$ cat config.mk
export PLATFORM = sky130hd
export DESIGN_NAME = pit_timer
export DESIGN_NICKNAME = d
export VERILOG_FILES = /design/src/rtl/pit_timer.sv
export SDC_FILE = /design/constraint.sdc
export NUM_CORES = 1
export LEC_CHECK = 0
export CORE_MARGIN = 4
export CORE_UTILIZATION = 30
export CTS_CLUSTER_DIAMETER = 100
export DETAILED_ROUTE_END_ITERATION = 7
export PLACE_DENSITY = 0.56
export SYNTH_ARGS = -nofsm -noshare
export SYNTH_HDL_FRONTEND = slang
export SYNTH_SLANG_ARGS = --single-unit
$ cat constraint.sdc
create_clock -name sys_clk -period 2.2 [get_ports sys_clk]
set_input_delay 0.44 -clock sys_clk [delete_from_list [all_inputs] [get_ports sys_clk]]
set_output_delay 0.44 -clock sys_clk [all_outputs]
set_load 0.02 [all_outputs]
$ cat src/rtl/pit_timer.sv
// Programmable interval timer: a prescaler feeding a divider. It emits a
// one-cycle tint pulse every (prer+1)*(divr+1) cycles and latches tpend.
module pit_timer (
  input  logic        sys_clk,
  input  logic        reset,
  input  logic [15:0] din,
  input  logic        pre_wr,
  input  logic        div_wr,
  input  logic        en,
  input  logic        int_ack,
  output logic [15:0] pre_q,
  output logic [15:0] div_q,
  output logic        tint,
  output logic        tpend
);

  logic [15:0] prer_q, prer_d;
  logic [15:0] divr_q, divr_d;
  logic [15:0] pre_cnt_q, pre_cnt_d;
  logic [15:0] div_cnt_q, div_cnt_d;
  logic        tint_q, tint_d;
  logic        tpend_q, tpend_d;
  logic        run;
  logic        any_wr;

  // A divider reload of zero stops the timer entirely.
  assign run    = en && (divr_q != 16'd0);
  assign any_wr = pre_wr || div_wr;

  always_comb begin
    prer_d    = prer_q;
    divr_d    = divr_q;
    pre_cnt_d = pre_cnt_q;
    div_cnt_d = div_cnt_q;
    tint_d    = 1'b0;

    if (any_wr) begin
      // Writes pre-empt counting; an untouched counter simply holds.
      if (pre_wr) begin
        prer_d    = din;
        pre_cnt_d = din;
      end
      if (div_wr) begin
        divr_d    = din;
        div_cnt_d = din;
      end
    end else if (run) begin
      if (pre_cnt_q != 16'd0) begin
        pre_cnt_d = pre_cnt_q - 16'd1;
      end else begin
        pre_cnt_d = prer_q;
        if (div_cnt_q != 16'd0) begin
          div_cnt_d = div_cnt_q - 16'd1;
        end else begin
          div_cnt_d = divr_q;
          tint_d    = 1'b1;
        end
      end
    end
  end

  // A new pulse beats an acknowledge arriving on the same edge.
  always_comb begin
    tpend_d = tpend_q;
    if (tint_d) begin
      tpend_d = 1'b1;
    end else if (int_ack) begin
      tpend_d = 1'b0;
    end
  end

  always_ff @(posedge sys_clk) begin
    if (reset) begin
      prer_q    <= 16'd0;
      divr_q    <= 16'd0;
      pre_cnt_q <= 16'd0;
      div_cnt_q <= 16'd0;
      tint_q    <= 1'b0;
      tpend_q   <= 1'b0;
    end else begin
      prer_q    <= prer_d;
      divr_q    <= divr_d;
      pre_cnt_q <= pre_cnt_d;
      div_cnt_q <= div_cnt_d;
      tint_q    <= tint_d;
      tpend_q   <= tpend_d;
    end
  end

  assign pre_q = pre_cnt_q;
  assign div_q = div_cnt_q;
  assign tint  = tint_q;
  assign tpend = tpend_q;

endmodule

## Yosys cells after proc, flatten, opt, wreduce, memory -nomap -nowiden

Index checks and enable logic that the tools add are counted.

- Add/subtract/negate cells: 2
- Equality and inequality tests: 3
- Mux-type cells: 15
- Reductions and logical operators: 11

Operators with widths:

| kind | count |
|---|---|
| $mux W16 | 9 |
| $reduce_bool A16 Y1 | 3 |
| $sub A16 B1 Y16 const B | 2 |
| $mux W1 | 6 |
| $ne A2 B2 Y1 const B | 3 |
| $reduce_and A2 Y1 | 3 |
| $reduce_bool A2 Y1 | 2 |
| $reduce_and A3 Y1 | 1 |
| $logic_and A1 B1 Y1 | 1 |
| $logic_or A1 B1 Y1 | 1 |

- Bits in registers: 66
- Output and inout bits: 34
- Logic and storage cells: 37

## Logic depth before layout (Yosys ltp)

- Depth after elaboration: 6
- Gate-level depth with buffers: 9

## Worst setup path before layout

No wires, ideal clock.

- Path kind: register -> register
- Start point: register div_cnt_q[4] (netlist: div_q[4])
- End point: register div_cnt_q[14] (netlist: div_q[14])
- Arrival time: 1,964 ps
- Data required time: 2,126 ps
- Setup slack: 162 ps
- Stages on the path, launching flop included: 8
- Path through: dfxtp_1 > buf_6 > or4_4 > buf_6 > or4_4 > o21bai_1 > o211ai_1 > a31oi_1

- Word-level cells in the longest chain between the ends: 5

RTL lines:

| element | RTL line | source |
|---|---|---|
| from (decl) | 20 | `logic [15:0] div_cnt_q, div_cnt_d;` |
| from (signal assigned) | 84 | `div_cnt_q <= div_cnt_d;` |
| $sub A16 B1 Y16 or $reduce_bool A16 Y1 (tied branches) | 53, 52 |  |
| $mux W16 * | 52 | `if (div_cnt_q != 16'd0) begin` |
| $mux W16 * | 48 | `if (pre_cnt_q != 16'd0) begin` |
| $mux W16 * | 47 | `end else if (run) begin` |
| $mux W16 * | 37 | `if (any_wr) begin` |

Mark *: on every way between the ends. The rest lies on a longest branch, timed or not. The select of a mux whose other input is x is not followed.
A chain may end at the register's enable or synchronous reset.

## Worst setup path in the final report

- Start point: register div_cnt_q[0] (netlist: div_q[0])
- End point: register div_cnt_q[5] (netlist: div_q[5])

The elaborated chain is that of the path after synthesis.

==> load_flow_metrics.sql <==
INSERT INTO impl_metrics (metric_group, metric, value, unit) VALUES
('min_path', 'worstHoldPathType', 'reg -> reg', ''),
('floorplan', 'die_y', '119', 'um'),
('floorplan', 'core.rowCount', '40', ''),
('logic_synthesis', 'most_repeated_cell_in_the_gate_level_netlist_after_synthesis', 'sky130_fd_sc_hd__dfxtp_1', ''),
('layout', 'nNetsFinal', '548', ''),
('setup_path', 'reg_to_reg_slack_setup', '0.08', 'ns'),
('setup_path', 'arrival', '2.40', 'ns'),
('min_path', 'hp-start', 'tpend', ''),
('layout', 'areaGrowthSynthToFinish', '35.4', '%'),
('setup_path', 'path_cells', 'inv_1, ha_1, nor4b_2, and4_2, or4_1, a311oi_1, a31o_1', ''),
('sta', 'timing.final.setup_violations', '0', ''),
('run', 'max_cap_viol_count', '0', ''),
('clock_tree', 'tritoncts', 'yes', ''),
('sta', 'totalNegativeSetupSlack', '0', 'ns'),
('route', 'detailroute.via_count', '3813', ''),
('setup_path', 'critPathKind', 'reg -> reg', ''),
('setup_path', 'critical_path.max_fanout', '10', ''),
('logic_synthesis', 'synth_enable_flop_cells', '0', ''),
('clock_tree', 'cts_htree_levels', '3', ''),
('placed_design', 'numPlacedInstances', '658', ''),
('floorplan', 'starting_density_of_the_core', '0.305', ''),
('logic_synthesis', 'ys_seq_area_frac', '0.360', ''),
('global_route', 'grt_first_pass_wirelength', '19900', 'um'),
('pwr', 'power', '3.72', 'mW'),
('layout', 'filler_cells_inserted', '1257', ''),
('setup_path', 'timing.critical_path.from_type', 'register', ''),
('layout', 'instances_no_fill', '672', ''),
('sta', 'period_share', '0.964', ''),
('sta', 'holdWs', '0.456', 'ns'),
('logic_synthesis', 'synth.cell_area', '0.00367', 'sq mm'),
('route', 'viasPerCell', '5.67', ''),
('route', 'dr.first_iter.drc_count', '295', ''),
('setup_path', 'critical-path-max-stage-delay', '0.43', 'ns'),
('global_route', 'vias_in_the_first_global_route', '3783', ''),
('setup_path', 'rr_worst_depth', '7', ''),
('logic_synthesis', 'synth-warning-count', '0', ''),
('floorplan', 'boundaryPins', '56', ''),
('logic_synthesis', 'netlist.area_leader.share', '0.360', ''),
('sta', 'timing.max_slew.rel_slack', '0.672', ''),
('placed_design', 'gpl.final_weighted_congestion', '0.936', ''),
('clock_tree', 'ctsLongestPathBuffers', '2', ''),
('logic_synthesis', 'synth_commonest_cells', 'sky130_fd_sc_hd__dfxtp_1, sky130_fd_sc_hd__nor2_1, sky130_fd_sc_hd__mux2i_1', ''),
('layout', 'antenna_cells_inserted', '0', ''),
('clock_tree', 'cts_buffers', '9', ''),
('placed_design', 'detailedPlacementHpwl', '8870', 'um'),
('min_path', 'holdPathStages', '1', ''),
('clock_tree', 'insertion_delay', '0.33', 'ns'),
('setup_path', 'critical-path-slowest-cell', 'sky130_fd_sc_hd__or4_1', ''),
('status', 'status', 'finished, final reports clean', ''),
('pwr', 'power_per_cell_area', '750', 'mW/mm^2'),
('route', 'drt-total-wl', '12000', 'um'),
('global_route', 'antenna_found_initial', '0', ''),
('setup_path', 'r2r_start', 'div_q[0]', ''),
('clock_tree', 'clock_sink_count', '66', ''),
('pwr', 'power.static_leakage', '1.97', 'nW'),
('sta', 'fmax', '0.471', 'GHz'),
('global_route', 'grt_overflow_total', '0', ''),
('sta', 'hold_viol_final', '0', ''),
('layout', 'layout-drive-gt1-share', '0.152', ''),
('pwr', 'ir_drop', '320', 'uV'),
('sta', 'finalCriticalPeriod', '2.12', 'ns'),
('logic_synthesis', 'synth-async-reset-ratio', '0', ''),
('clock_tree', 'cts_resized', '0', ''),
('logic_synthesis', 'mean_cell_area_of_the_mapped_netlist', '8.37', 'sq um'),
('route', 'drt_pre_antenna_iters', '5', ''),
('route', 'drc', '0', ''),
('placed_design', 'portBuffers', '55', ''),
('setup_path', 'worst-endpoint-required', '2.48', 'ns'),
('logic_synthesis', 'synth_top_cells_by_area', 'sky130_fd_sc_hd__dfxtp_1, sky130_fd_sc_hd__mux2i_1, sky130_fd_sc_hd__nor2_1', ''),
('floorplan', 'die_x', '119', 'um'),
('global_route', 'grt.total_usage', '0.172', '');
-- worst max path at each step --
stage | slack (ns) | from | endpoint | cells after the start
4_1_cts | 0.06 | div_q[0] | div_q[5] | 7
6_report | 0.08 | div_q[0] | div_q[5] | 7
3_5_place_dp | 0.06 | pre_wr | pre_q[12] | 5
3_3_place_gp | 0.06 | div_q[0] | div_q[5] | 7
5_1_grt | 0.03 | div_q[0] | div_q[5] | 7
2_1_floorplan | 0.16 | div_q[4] | div_q[14] | 7
-- report_power, final --
group	switching, mW	internal (mW)
registers	0.0959	1.28
clock network	0.501	0.921
logic	0.492	0.431
total	1.09	2.63
-- flip-flops by register name, indices dropped and copies added, names as in the netlist --
register  count
tint          1
divr_q       16
pre_q        16
prer_q       16
div_q        16
tpend         1
-- kinds of logic after synthesis --
family                   Yosys count  synth area share
buffers and inverters             44            0.0536
multiplexers                      36            0.0983
flip-flops                        66             0.360
XOR/XNOR                          12            0.0287
AND/OR/NAND/NOR                  149             0.210
AO/OA/AOI/OAI                    127             0.235
adder cells (fa/ha/maj)            4            0.0137
-- worst max-delay path, delay by kind of cell, from the launching register on --
family          cells  cell delay [ns]
flops               1             0.39
fa+ha+maj           1             0.19
buf+inv             1             0.08
compound gates      2             0.48
simple gates        3             0.93
-- per-layer routing --
layer	GRT usage	share of wire	up-vias
met4	0.0594	0.020	0
met3	0.0340	0.056	20
met5	0	0	-
met1	0.226	0.44	1835
met2	0.282	0.48	149
li1	-	-	1809
-- layout make-up --
class,count,area [sq um],area share
multi-input cells,328,2150,0.433
flip-flops and latches,66,1320,0.266
repair buffers,108,981,0.198
clock buffers,11,253,0.0509
well taps,147,184,0.0370
clock inverters,3,40.0,0.00806
inverters,9,33.8,0.00680
-- placed cells by master, fill, tap and decap left out, types with 5 or more instances in the layout --
master and instances:
sky130_fd_sc_hd__buf_4 50, sky130_fd_sc_hd__or3_1 5, sky130_fd_sc_hd__nand2_1 28, sky130_fd_sc_hd__nor4_1 11, sky130_fd_sc_hd__xnor2_1 7, sky130_fd_sc_hd__nor3_1 17, sky130_fd_sc_hd__o211ai_1 14, sky130_fd_sc_hd__clkbuf_16 9
sky130_fd_sc_hd__dfxtp_1 66, sky130_fd_sc_hd__o21ai_0 23, sky130_fd_sc_hd__a31oi_1 13, sky130_fd_sc_hd__a311oi_1 5, sky130_fd_sc_hd__nor2_1 53, sky130_fd_sc_hd__a211oi_1 14, sky130_fd_sc_hd__nand3_1 6, sky130_fd_sc_hd__inv_1 9
sky130_fd_sc_hd__a21oi_1 13, sky130_fd_sc_hd__clkdlybuf4s50_1 54, sky130_fd_sc_hd__o21ai_1 12, sky130_fd_sc_hd__mux2i_1 36, sky130_fd_sc_hd__xor2_1 5
-- per-stage QoR --
| step | worst slack, ns | util | area (sq um) |
|---|---|---|---|
| final | 0.0782 | 0.413 | 4960 |
| after global routing | 0.0308 | 0.413 | 4960 |
| after CTS | 0.0649 | 0.413 | 4960 |
| after detailed placement | 0.0565 | 0.389 | 4670 |
| after global placement | 0.0643 | 0.389 | 4670 |
| after floorplan | 0.162 | - | 3670 |
Note: power is estimated with default switching activity, not from simulation.
